$ cat src/rtl/wb_pkg.sv
// Shared types and sizing for the writeback arbiter and its picker.
package wb_pkg;

   localparam int TAG_WIDTH_DEF  = 6;
   localparam int DATA_WIDTH_DEF = 32;
   localparam int NUM_SRC_MAX    = 8;
   localparam int PTR_W          = $clog2(NUM_SRC_MAX);

   typedef struct packed {
      logic                      en;
      logic [TAG_WIDTH_DEF-1:0]  tag;
      logic [DATA_WIDTH_DEF-1:0] data;
   } wb_slot_t;

endpackage

$ cat src/rtl/wb_write_arbiter_2w_rr_pick2.sv
// Combinational two-winner round-robin picker. The second winner must carry
// a tag that differs from the first winner's tag.
import wb_pkg::*;

module rr_pick2 #(
   parameter int NUM_SRC   = 4,
   parameter int TAG_WIDTH = 6
) (
   input  logic [NUM_SRC-1:0]           valid,
   input  logic [NUM_SRC*TAG_WIDTH-1:0] tags,
   input  logic [PTR_W-1:0]             ptr,
   output logic [NUM_SRC-1:0]           grant1,
   output logic [NUM_SRC-1:0]           grant2,
   output logic [PTR_W-1:0]             idx1,
   output logic [PTR_W-1:0]             idx2,
   output logic                         found1,
   output logic                         found2
);

   logic [TAG_WIDTH-1:0] tag1;
   logic [TAG_WIDTH-1:0] cur_tag;
   int                   j;

   always_comb begin
      grant1  = '0;
      grant2  = '0;
      idx1    = '0;
      idx2    = '0;
      found1  = 1'b0;
      found2  = 1'b0;
      tag1    = '0;
      cur_tag = '0;
      j       = 0;
      for (int k = 0; k < NUM_SRC; k++) begin
         j = int'(ptr) + k;
         if (j >= NUM_SRC) j = j - NUM_SRC;
         cur_tag = tags[j*TAG_WIDTH +: TAG_WIDTH];
         if (valid[j]) begin
            if (!found1) begin
               found1    = 1'b1;
               idx1      = PTR_W'(j);
               tag1      = cur_tag;
               grant1[j] = 1'b1;
            end else if (!found2 && cur_tag != tag1) begin
               found2    = 1'b1;
               idx2      = PTR_W'(j);
               grant2[j] = 1'b1;
            end
         end
      end
   end

endmodule

$ cat src/rtl/wb_write_arbiter_2w.sv
// Writeback arbiter: grants up to two FU results per cycle and drives the
// registered two-port register-file write plus the matching wakeup vector.
import wb_pkg::*;

module wb_write_arbiter_2w #(
   parameter int NUM_SRC    = 4,
   parameter int DATA_WIDTH = DATA_WIDTH_DEF,
   parameter int TAG_WIDTH  = TAG_WIDTH_DEF,
   parameter int DROP_ZERO  = 1
) (
   input  logic                          clk,
   input  logic                          rst,
   input  logic                          flush_i,
   input  logic [NUM_SRC-1:0]            src_valid_i,
   input  logic [NUM_SRC*TAG_WIDTH-1:0]  src_tag_i,
   input  logic [NUM_SRC*DATA_WIDTH-1:0] src_data_i,
   output logic [NUM_SRC-1:0]            src_ready_o,
   output logic                          wr1_en_o,
   output logic [TAG_WIDTH-1:0]          wr1_tag_o,
   output logic [DATA_WIDTH-1:0]         wr1_data_o,
   output logic                          wr2_en_o,
   output logic [TAG_WIDTH-1:0]          wr2_tag_o,
   output logic [DATA_WIDTH-1:0]         wr2_data_o,
   output logic [1:0]                    wake_vec_o
);

   logic [PTR_W-1:0]      rr_ptr_reg, rr_ptr_next;
   logic [NUM_SRC-1:0]    grant1, grant2;
   logic [PTR_W-1:0]      idx1, idx2;
   logic                  found1, found2;
   logic                  block;
   logic [TAG_WIDTH-1:0]  tag1, tag2;
   logic [DATA_WIDTH-1:0] data1, data2;
   logic                  live1, live2;
   logic                  p1_en_next, p2_en_next;
   logic [TAG_WIDTH-1:0]  p1_tag_next, p2_tag_next;
   logic [DATA_WIDTH-1:0] p1_data_next, p2_data_next;
   int                    last_idx;

   rr_pick2 #(.NUM_SRC(NUM_SRC), .TAG_WIDTH(TAG_WIDTH)) u_pick (
      .valid  (src_valid_i),
      .tags   (src_tag_i),
      .ptr    (rr_ptr_reg),
      .grant1 (grant1),
      .grant2 (grant2),
      .idx1   (idx1),
      .idx2   (idx2),
      .found1 (found1),
      .found2 (found2)
   );

   assign block       = rst | flush_i;
   assign src_ready_o = block ? '0 : (grant1 | grant2);

   assign tag1  = src_tag_i[int'(idx1)*TAG_WIDTH +: TAG_WIDTH];
   assign tag2  = src_tag_i[int'(idx2)*TAG_WIDTH +: TAG_WIDTH];
   assign data1 = src_data_i[int'(idx1)*DATA_WIDTH +: DATA_WIDTH];
   assign data2 = src_data_i[int'(idx2)*DATA_WIDTH +: DATA_WIDTH];

   // Tag-0 results are consumed but never written; a live slot2 slides to port 1.
   assign live1 = found1 && !(DROP_ZERO != 0 && tag1 == '0);
   assign live2 = found2 && !(DROP_ZERO != 0 && tag2 == '0);

   always_comb begin
      p1_en_next   = live1 | live2;
      p1_tag_next  = live1 ? tag1 : tag2;
      p1_data_next = live1 ? data1 : data2;
      p2_en_next   = live1 & live2;
      p2_tag_next  = tag2;
      p2_data_next = data2;
      last_idx     = found2 ? int'(idx2) : int'(idx1);
      rr_ptr_next  = rr_ptr_reg;
      if (found1)
         rr_ptr_next = (last_idx + 1 >= NUM_SRC) ? '0 : PTR_W'(last_idx + 1);
   end

   always_ff @(posedge clk) begin
      if (rst) begin
         rr_ptr_reg <= '0;
         wr1_en_o   <= 1'b0;
         wr1_tag_o  <= '0;
         wr1_data_o <= '0;
         wr2_en_o   <= 1'b0;
         wr2_tag_o  <= '0;
         wr2_data_o <= '0;
      end else if (flush_i) begin
         rr_ptr_reg <= '0;
         wr1_en_o   <= 1'b0;
         wr2_en_o   <= 1'b0;
      end else begin
         rr_ptr_reg <= rr_ptr_next;
         wr1_en_o   <= p1_en_next;
         wr2_en_o   <= p2_en_next;
         if (p1_en_next) begin
            wr1_tag_o  <= p1_tag_next;
            wr1_data_o <= p1_data_next;
         end
         if (p2_en_next) begin
            wr2_tag_o  <= p2_tag_next;
            wr2_data_o <= p2_data_next;
         end
      end
   end

   assign wake_vec_o = {wr2_en_o, wr1_en_o};

endmodule
$ cat config.mk
export PLATFORM = sky130hd
export DESIGN_NAME = wb_write_arbiter_2w
export DESIGN_NICKNAME = d
export VERILOG_FILES = /design/src/rtl/wb_pkg.sv /design/src/rtl/wb_write_arbiter_2w_rr_pick2.sv /design/src/rtl/wb_write_arbiter_2w.sv
export SDC_FILE = /design/constraint.sdc
export NUM_CORES = 1
export LEC_CHECK = 0
export BUFFER_PORTS_ARGS = -buffer_cell sky130_fd_sc_hd__buf_2
export CAP_MARGIN = 0
export CORE_MARGIN = 4
export CORE_UTILIZATION = 50
export DETAILED_ROUTE_END_ITERATION = 8
export PLACE_DENSITY = 0.84
export SLEW_MARGIN = 20
export SYNTH_ARGS = -nofsm -noshare
export SYNTH_HDL_FRONTEND = slang
export SYNTH_SLANG_ARGS = --single-unit
export TNS_END_PERCENT = 20
$ cat constraint.sdc
create_clock -name clk -period 8.25 [get_ports clk]
set_input_delay 0 -clock clk [delete_from_list [all_inputs] [get_ports clk]]
set_output_delay 0 -clock clk [all_outputs]
set_load 0.1 [all_outputs]
==> results.yml, run 1 <==
status:
  status: "finished clean"
timing:
  fin_crit_sh_pct: 90.6
  final_max_slew_viol_count: 0
  hold_slack_ns: 0.0929
  finalHoldViolations: 0
  max_slew_margin_pct: 32.2
  tns_ns: 0
  tightest_slew_ns: 1.02
  fin_worst_skew_ns: 0.00598
  rsz0062_at_grt: "false"
  layout_min_cycle_time_ns: 7.47
  fmax_mhz: 134
  finalSetupViolations: 0
worst_setup_path:
  crit_path_max_fanout: 56
  crit_type: "reg -> reg"
  critPathLaunchType: "register"
  critPathBufInv: 5
  crit_required_ns: 8.48
  crit_family: "compound AO/OA/AOI/OAI gates"
  cp.arrival_ns: 7.70
  worstPathCellList: "inv_2, ha_2, buf_4, ha_1, inv_1, fa_1, inv_1, a211oi_1, a22oi_1, a211oi_1, or3_1, nand4_1, or4_4, o2bb2ai_2, o311ai_4, mux2i_1, mux2i_1, o21a_2, o31ai_4, buf_4, mux2_2"
  slowest_stage: "o311ai_4"
  cp_slowest_stage_delay_ns: 0.75
  worst_setup_path_end_kind: "register"
  r2r_slack_ns: 0.78
clock_tree:
  path_clk_slew_ns: 0.06
  cts_resized: 0
  cts_buffers: 9
  clock_latency_ns: 0.35
  root_buffer: "clkbuf_16"
  cts_buffer_depth: 2
  hold_buffers: 0
  cts.sinks: 81
  post-cts-setup-buffers: 0
  htreeDepth: 3
  cts_tree: "built"
synthesis:
  synthMuxAreaShare_pct: 35.6
  syn_inst: 1290
  synthSimpleGateAreaFrac_pct: 18.2
  seq_area_frac_synth_pct: 15.4
  synth.distinct_cells: 90
  syn_area_per_cell_um2: 8.19
  yosys.area_share.xor_xnor_pct: 1.65
  synth_fa_ha_area_share_pct: 2.70
  synth_top_area_share_pct: 18.0
  ys.flop_type: "dfxtp_1"
  yosys_warnings: 0
  synth-compound-area-share_pct: 19.4
  async_reset_ff_share_pct: 0
  synth_seq_cells: 81
  synth-edff-count: 0
  synth_top_family_by_area: "multiplexers"
  yosysTopAreaCell: "mux2i_1"
  netlist_area_um2: 10600
  ys_top_cells_by_area: "mux2i_1 (18%), dfxtp_1 (15%), mux2_2 (9.8%)"
die:
  rows: 52
  start_util_pct: 51.5
  ios: 243
  coreArea_um2: 20500
  die_w_um: 153
  fp.dieH_um: 153
  die_area_um2: 23500
global_route:
  use_met3_pct: 6.42
  first_global_vias: 10600
  grt_busiest_layer: "met2"
  grt_util_met1_pct: 39.6
  grt_remaining_overflow: 0
  grt_pass1_wl_mm: 58.8
  antenna_found_initial: 3
  gr-usage-met2_pct: 49.3
  grt_max_degree: 78
  grt_usage_pct: 30.4
placed_design:
  place.gp.congestion: 1.03
  post-place-cells: 1699
  hpwl_mm: 28.7
  place.port_buffers: 242
final_layout:
  fin_cells: 1718
  drive_gt1_share_pct: 29.5
  area_delta_synth_final_pct: 13.2
  top_regs: "wr1_data_o x32, wr2_data_o x32"
  fin_nets: 1621
  final_cell_mix: "buf_2 (242), mux2i_1 (190), nand2_1 (123), nor2_1 (115), mux2_2 (92)"
  final_common_cell: "buf_2"
detailed_routing:
  detail-route-antenna-nets: 0
  vias_per_cell: 6.44
  drt_wl_total_mm: 37.7
  drc: 0
  initialDrtViolationCount: 1264
  via_count: 11100
  dr.pass1.iters: 8
  wl_per_cell_um: 21.9
power:
  power_density_nw_per_um2: 517
  p_seq_share_pct: 10.0
  p_int_mw: 2.63
  p_switching_mw: 3.55
  peakVddDrop_uv: 325
  share_comb_of_total_power_pct: 83.2
  p_clk_share_pct: 6.8
  p_leak_nw: 5.18
  swShare_pct: 57.4
min_path:
  worstHoldPathType: "in -> reg"
job:
  drv_cap: 0
[power groups by stage]
stage / logic, mW / registers, mW / clock network, mW
final: 5.14 / 0.616 / 0.422
after detailed placement: 5.04 / 0.617 / 0
after global routing: 5.44 / 0.629 / 0.444
after global placement: 4.98 / 0.615 / 0
after CTS: 5.07 / 0.614 / 0.424
after floorplan: 3.31 / 1.53 / 0
[through the flow]
step                cell area (um2)  setup WS [ns]  utilization, %  total power, mW
floorplan                     10600           1.62               -             4.83
global placement              11600           1.11            56.7             5.59
detailed placement            11600          0.915            56.7             5.65
CTS                           11900          0.902            58.3             6.11
global route                  12000          0.417            58.3             6.52
finish                        12000          0.778            58.3             6.18
[layer usage]
| metal | up-vias | routed length, um |
|---|---|---|
| met1 | 5247 | 15300 |
| met3 | 110 | 3610 |
| met4 | 2 | 1470 |
| li1 | 5071 | - |
| met5 | - | 7 |
| met2 | 637 | 17300 |
[path summary, 6_finish.rpt]
kind,to,start,cells past startpoint
worst min register to register,wr1_data_o[18],wr1_data_o[18],2
worst min-delay path,rr_ptr_reg[0],flush_i,3
worst max-delay path,wr2_data_o[15],rr_ptr_reg[0],21
worst max register to register,wr2_data_o[15],rr_ptr_reg[0],21
[worst min-delay path, stage by stage]
cell,delay (ns)
buf_2,0.19
nor2_1,0.08
and2_1,0.13
[cells in the mapped netlist (5+ instances only)]
cell type,n
inv_1,22
a21oi_1,66
o21ai_1,9
buf_4,19
or3_1,6
and2_1,15
o211ai_1,12
nand2_1,123
mux4_2,20
nand3_1,15
a222oi_1,5
nand4_1,10
clkbuf_1,67
nor2_1,115
a211oi_1,12
a32o_1,6
dfxtp_1,81
o21ai_0,27
buf_2,14
buf_1,10
nand2b_1,9
a31oi_1,13
a211o_1,6
nor3_1,21
mux2i_1,190
xnor2_1,14
and3_1,11
nor2b_1,46
buf_6,12
a311oi_1,6
a32oi_1,7
mux2_4,14
a21o_1,8
ha_1,18
a221oi_1,10
mux2_1,14
o22ai_1,40
o221ai_1,6
mux2_2,92
o31ai_1,7
[final cells by class]
class,instances,area [um2]
Antenna cell,2,5.00
Clock buffer,13,272
Clock inverter,3,46.3
Fill cell,1840,8540
Inverter,26,97.6
Multi-Input combinational cell,1064,8240
Sequential cell,81,1630
Tap cell,270,338
Timing Repair Buffer,259,1340
[kinds of logic after synthesis]
| family | count (synthesis) |
|---|---|
| AOI/OAI and AO/OA | 286 |
| and+or+nand+nor | 402 |
| buffers and inverters | 149 |
| adders and majority gates | 21 |
| xor gates and xnor gates | 19 |
| muxes | 330 |
| DFF | 81 |
| other | 2 |
Note: power is estimated with default switching activity, not from simulation.
==> inputs of run 2 (changes only) <==
--- a/config.mk
+++ b/config.mk
@@ -9,6 +9,7 @@
 export CAP_MARGIN = 0
 export CORE_MARGIN = 4
 export CORE_UTILIZATION = 50
+export CTS_BUF_LIST = sky130_fd_sc_hd__clkbuf_4 sky130_fd_sc_hd__clkbuf_8
 export DETAILED_ROUTE_END_ITERATION = 8
 export PLACE_DENSITY = 0.84
 export SLEW_MARGIN = 20
==> results.yml, run 2 (same netlist as run 1, synthesis figures left out) <==
die:
  ios: 243
  rows: 52
  start_util_pct: 51.5
  die_area_um2: 23500
  fp.dieH_um: 153
  coreArea_um2: 20500
  die_w_um: 153
worst_setup_path:
  critPathLaunchType: "register"
  r2r-start: "rr_ptr_reg[0]"
  worstPathCellList: "inv_2, ha_2, buf_4, ha_1, inv_1, fa_1, inv_1, a211oi_1, a22oi_1, a211oi_1, or3_1, nand4_1, or4_4, o2bb2ai_2, o311ai_4, mux2i_1, mux2i_1, o21a_2, o31ai_4, buf_4, mux2_2"
  cp_slowest_stage_delay_ns: 0.74
  crit_type: "reg -> reg"
  crit_family: "compound AO/OA/AOI/OAI gates"
  rr_worst_depth: 21
  worst_setup_path_end_kind: "register"
  reg2reg_to: "wr2_data_o[11]"
  crit_path_max_fanout: 56
  crit_required_ns: 8.51
  critPathBufInv: 5
  r2r_slack_ns: 0.79
  cp.arrival_ns: 7.71
  slowest_stage: "o311ai_4"
min_path:
  worstHoldPathType: "in -> reg"
  min_path_cells: 3
  min_from: "flush_i"
  min_to: "rr_ptr_reg[0]"
clock_tree:
  clock_latency_ns: 0.38
  path_clk_slew_ns: 0.08
  htreeDepth: 3
  cts_buffer_depth: 2
  post-cts-setup-buffers: 0
  hold_buffers: 0
  cts_buffers: 9
  root_buffer: "clkbuf_8"
  cts_resized: 0
  cts.sinks: 81
  cts_tree: "built"
final_layout:
  top_regs: "wr1_data_o x32, wr2_data_o x32"
  fillers: 1860
  final_area_um2: 11900
  final_cell_mix: "buf_2 (242), mux2i_1 (190), nand2_1 (123), nor2_1 (115), mux2_2 (92)"
  final_common_cell: "buf_2"
  area_delta_synth_final_pct: 12.4
  final-seq-area_um2: 1630
  fin_nets: 1621
  drive_gt1_share_pct: 29.6
  postLayoutCoreUtil_pct: 57.9
  multi_input_area_um2: 8240
timing:
  finalHoldViolations: 0
  final_max_slew_viol_count: 0
  tns_ns: 0
  fin_crit_sh_pct: 90.4
  rsz0062_at_grt: "false"
  setup_ws_ns: 0.795
  fin_worst_skew_ns: 0.0117
  max_slew_margin_pct: 33.6
  fmax_mhz: 134
  layout_min_cycle_time_ns: 7.46
  tightest_slew_ns: 0.995
  finalSetupViolations: 0
global_route:
  grt_remaining_overflow: 0
  first_global_vias: 10600
  grt_pass1_wl_mm: 58.5
  grt_max_degree: 78
  grt_usage_pct: 30.2
  antenna_found_initial: 3
detailed_routing:
  drt_wl_total_mm: 37.4
  initialDrtViolationCount: 1241
  via_count: 11000
  vias_per_cell: 6.42
  wl_per_cell_um: 21.8
  dr.pass1.iters: 7
  detail-route-antenna-nets: 0
  drc: 0
placed_design:
  dp_slack_ns: 0.915
  place.port_buffers: 242
  placed_cell_area_um2: 11600
  place.gp.congestion: 1.03
  hpwl_mm: 28.7
job:
  drv_cap: 0
power:
  power_density_nw_per_um2: 512
  peakVddDrop_uv: 323
  p_leak_nw: 5.15
status:
  status: "finished clean"
## run 2: changes by cell type in the layout (fill, tap and decap cells not counted), sizes merged
cell | before | now
clkbuf | 14 | 13
bufinv | 1 | 2
## run 2: worst register-to-register path, delay by kind of cell, from the launching register on
kind                     cells  cell delay, ns
AND/OR/NAND/NOR              3            0.78
multiplexers                 3            0.82
AO/OA/AOI/OAI                7            2.43
adder cells (fa/ha/maj)      3            1.30
flip-flops                   1            0.51
buffers and inverters        5            1.51
## run 2: area by class of cell
cell class	instances	share of cell area, %
clock buffer	12	1.29
antenna	2	0.0422
inverter	26	0.822
multi-input combinational	1064	69.4
clock inverter	4	0.643
sequential	81	13.7
tap	270	2.85
timing repair buffer	259	11.3
## run 2: how the worst max path moves through the flow
| stage | endpoint | cells past startpoint | slack (ns) | start |
|---|---|---|---|---|
| CTS | wr2_data_o[11] | 21 | 0.90 | rr_ptr_reg[0] |
| global placement | wr2_data_o[11] | 21 | 1.11 | rr_ptr_reg[0] |
| finish | wr2_data_o[11] | 21 | 0.79 | rr_ptr_reg[0] |
| detailed placement | wr2_data_o[15] | 21 | 0.92 | rr_ptr_reg[0] |
| floorplan | wr2_data_o[21] | 29 | 1.62 | rr_ptr_reg[0] |
| global route | wr1_tag_o[0] | 21 | 0.40 | rr_ptr_reg[0] |
## run 2: power by group
part / switching, mW / leakage (nW) / internal, mW / total [mW]
clock: 0.147 / 0.114 / 0.186 / 0.333
combinational: 3.29 / 4.37 / 1.84 / 5.13
sequential: 0.0823 / 0.667 / 0.531 / 0.614
total: 3.52 / 5.15 / 2.56 / 6.08
## run 2: layer usage
metal	share of wire (%)	GRT usage (%)	vias up	routed length (um)
met5	0.019	0	-	7
met4	3.9	11.6	2	1470
met3	10	6.59	112	3770
met2	46	48.8	645	17100
met1	40	39.5	5210	15100
li1	-	-	5066	-
## run 2: through the flow
step                      std cells  power (mW)  hold slack [ns]
after detailed placement       1699        5.65            0.437
after global placement         1699        5.59            0.440
after floorplan                1294        4.83            0.427
after global routing           1718        6.42           0.0812
final                          1718        6.08           0.0634
after CTS                      1715        6.01           0.0432
==> inputs of run 3 (changes only) <==
--- a/config.mk
+++ b/config.mk
@@ -12,6 +12,7 @@
 export CTS_BUF_LIST = sky130_fd_sc_hd__clkbuf_4 sky130_fd_sc_hd__clkbuf_8
 export DETAILED_ROUTE_END_ITERATION = 8
 export PLACE_DENSITY = 0.84
+export REMOVE_ABC_BUFFERS = 1
 export SLEW_MARGIN = 20
 export SYNTH_ARGS = -nofsm -noshare
 export SYNTH_HDL_FRONTEND = slang
==> results.yml, run 3 (same netlist as run 1, synthesis figures left out) <==
power:
  peakVddDrop_uv: 322
  swShare_pct: 58.2
  p_seq_share_pct: 10.2
  p_int_mw: 2.53
  share_comb_of_total_power_pct: 85.2
  p_clk_share_pct: 4.6
  finalPower_mw: 6.04
  p_switching_mw: 3.51
  power_density_nw_per_um2: 508
  p_leak_nw: 5.16
detailed_routing:
  drt_wl_total_mm: 37.5
  dr.pass1.iters: 7
  wl_per_cell_um: 21.8
  vias_per_cell: 6.51
  detail-route-antenna-nets: 0
  drc: 0
  initialDrtViolationCount: 1405
  via_count: 11200
worst_setup_path:
  cp_common_cell: "inv_1"
  critPathLaunchType: "register"
  worstPathCellList: "inv_2, ha_2, buf_4, ha_1, inv_1, fa_1, inv_1, a211oi_1, a22oi_1, a211o_1, and3_1, a311oi_1, o221ai_1, o31a_1, o211ai_1, nand3_2, mux2i_1, o21a_2, o31ai_4, buf_12, mux2_1"
  reg2reg_to: "wr2_data_o[4]"
  cp.arrival_ns: 7.94
  slowest_stage: "dfxtp_4"
  crit_required_ns: 8.49
  crit_path_max_fanout: 56
  crit_type: "reg -> reg"
  worst_setup_path_end_kind: "register"
  crit_family: "compound AO/OA/AOI/OAI gates"
  r2r-start: "rr_ptr_reg[0]"
  r2r_slack_ns: 0.55
  critPathBufInv: 5
  cp_slowest_stage_delay_ns: 0.66
  rr_worst_depth: 21
min_path:
  worstHoldPathType: "in -> reg"
  min_from: "flush_i"
  min_path_cells: 3
  min_to: "rr_ptr_reg[0]"
clock_tree:
  clock_latency_ns: 0.36
  cts_buffers: 9
  cts.sinks: 81
  cts_buffer_depth: 2
  htreeDepth: 3
  cts_tree: "built"
  hold_buffers: 0
  path_clk_slew_ns: 0.09
  root_buffer: "clkbuf_8"
timing:
  max_slew_margin_pct: 25.6
  fin_crit_sh_pct: 93.3
  final_max_slew_viol_count: 0
  rsz0062_at_grt: "false"
  finalSetupViolations: 0
  setup_ws_ns: 0.551
  fmax_mhz: 130
  tightest_slew_ns: 1.10
  fin_worst_skew_ns: 0.0124
  finalHoldViolations: 0
  layout_min_cycle_time_ns: 7.70
  hold_slack_ns: 0.0907
die:
  die_area_um2: 23500
  rows: 52
  start_util_pct: 51.5
  fp.dieH_um: 153
  die_w_um: 153
  ios: 243
  coreArea_um2: 20500
placed_design:
  place.port_buffers: 242
  place.gp.congestion: 1.04
  placed_cell_area_um2: 11700
  hpwl_mm: 27.6
  dp_slack_ns: 0.585
global_route:
  grt_pass1_wl_mm: 57.7
  grt_max_degree: 78
  grt_usage_pct: 29.7
  grt_remaining_overflow: 0
  antenna_found_initial: 1
  first_global_vias: 10600
final_layout:
  drive_gt1_share_pct: 29.9
  top_regs: "wr1_data_o x32, wr2_data_o x32"
  fin_nets: 1628
  final_area_um2: 11900
  final_common_cell: "buf_2"
  postLayoutCoreUtil_pct: 58.0
  area_delta_synth_final_pct: 12.6
  final_cell_mix: "buf_2 (242), mux2i_1 (190), nand2_1 (123), nor2_1 (115), mux2_2 (92)"
job:
  drv_cap: 0
status:
  status: "finished clean"
[run 3: cell count changes in the layout (fill, tap and decap cells not counted), moves of 2 or more]
| cell | change |
|---|---|
| bufinv_16 | -2 |
| buf_4 | +6 |
| clkbuf_4 | -2 |
| inv_6 | +2 |
[run 3: area by class of cell]
cell class	instances	area, um2
timing repair buffer	266	1400
inverter	26	97.6
clock buffer	10	138
fill	1808	8610
antenna	1	2.50
tap	270	338
sequential	81	1630
multi-input combinational	1064	8240
clock inverter	6	50.0
[run 3: per-stage QoR]
step / instances / setup TNS [ns]
floorplan: 1171 / -423.62
global placement: 1702 / 0
detailed placement: 1702 / 0
CTS: 1718 / 0
global route: 1724 / 0
finish: 1724 / 0
[run 3: worst max path at each step]
stage / slack [ns] / to / startpoint / depth (start not counted)
after floorplan: -5.58 / wr2_data_o[11] / rr_ptr_reg[0] / 21
after global placement: 0.77 / wr2_data_o[11] / rr_ptr_reg[0] / 21
after detailed placement: 0.59 / wr2_data_o[4] / rr_ptr_reg[0] / 21
after CTS: 0.57 / wr2_data_o[4] / rr_ptr_reg[0] / 21
after global routing: 0.14 / wr2_data_o[20] / rr_ptr_reg[0] / 21
final: 0.55 / wr2_data_o[4] / rr_ptr_reg[0] / 21
[run 3: per-layer routing]
layer	vias up	wire length (um)	GRT usage, %	share of wire, %
met5	-	0	0	0
met1	5226	15100	39.6	40
li1	5091	-	-	-
met4	0	2190	15.0	5.8
met3	176	3710	5.54	9.9
met2	727	16600	46.0	44
[run 3: power groups by stage]
stage	clock network (mW)	registers (mW)	logic, mW
after floorplan	0	1.58	3.24
after global placement	0	0.620	4.94
after detailed placement	0	0.624	5.02
after CTS	0.281	0.617	5.04
after global routing	0.304	0.633	5.44
final	0.278	0.618	5.14
[run 3: repair_timing]
action	CTS	global route
setup endpoints to repair	0	3
gates resized for setup	0	0
setup buffers	0	4
[run 3: worst reg2reg max path, delay by kind of cell (launching register included)]
family,cells,cell delay [ns]
AO/OA/AOI/OAI,9,2.81
buffers and inverters,5,1.37
adder cells (fa/ha/maj),3,1.35
AND/OR/NAND/NOR,2,0.73
flip-flops,1,0.66
multiplexers,2,0.66
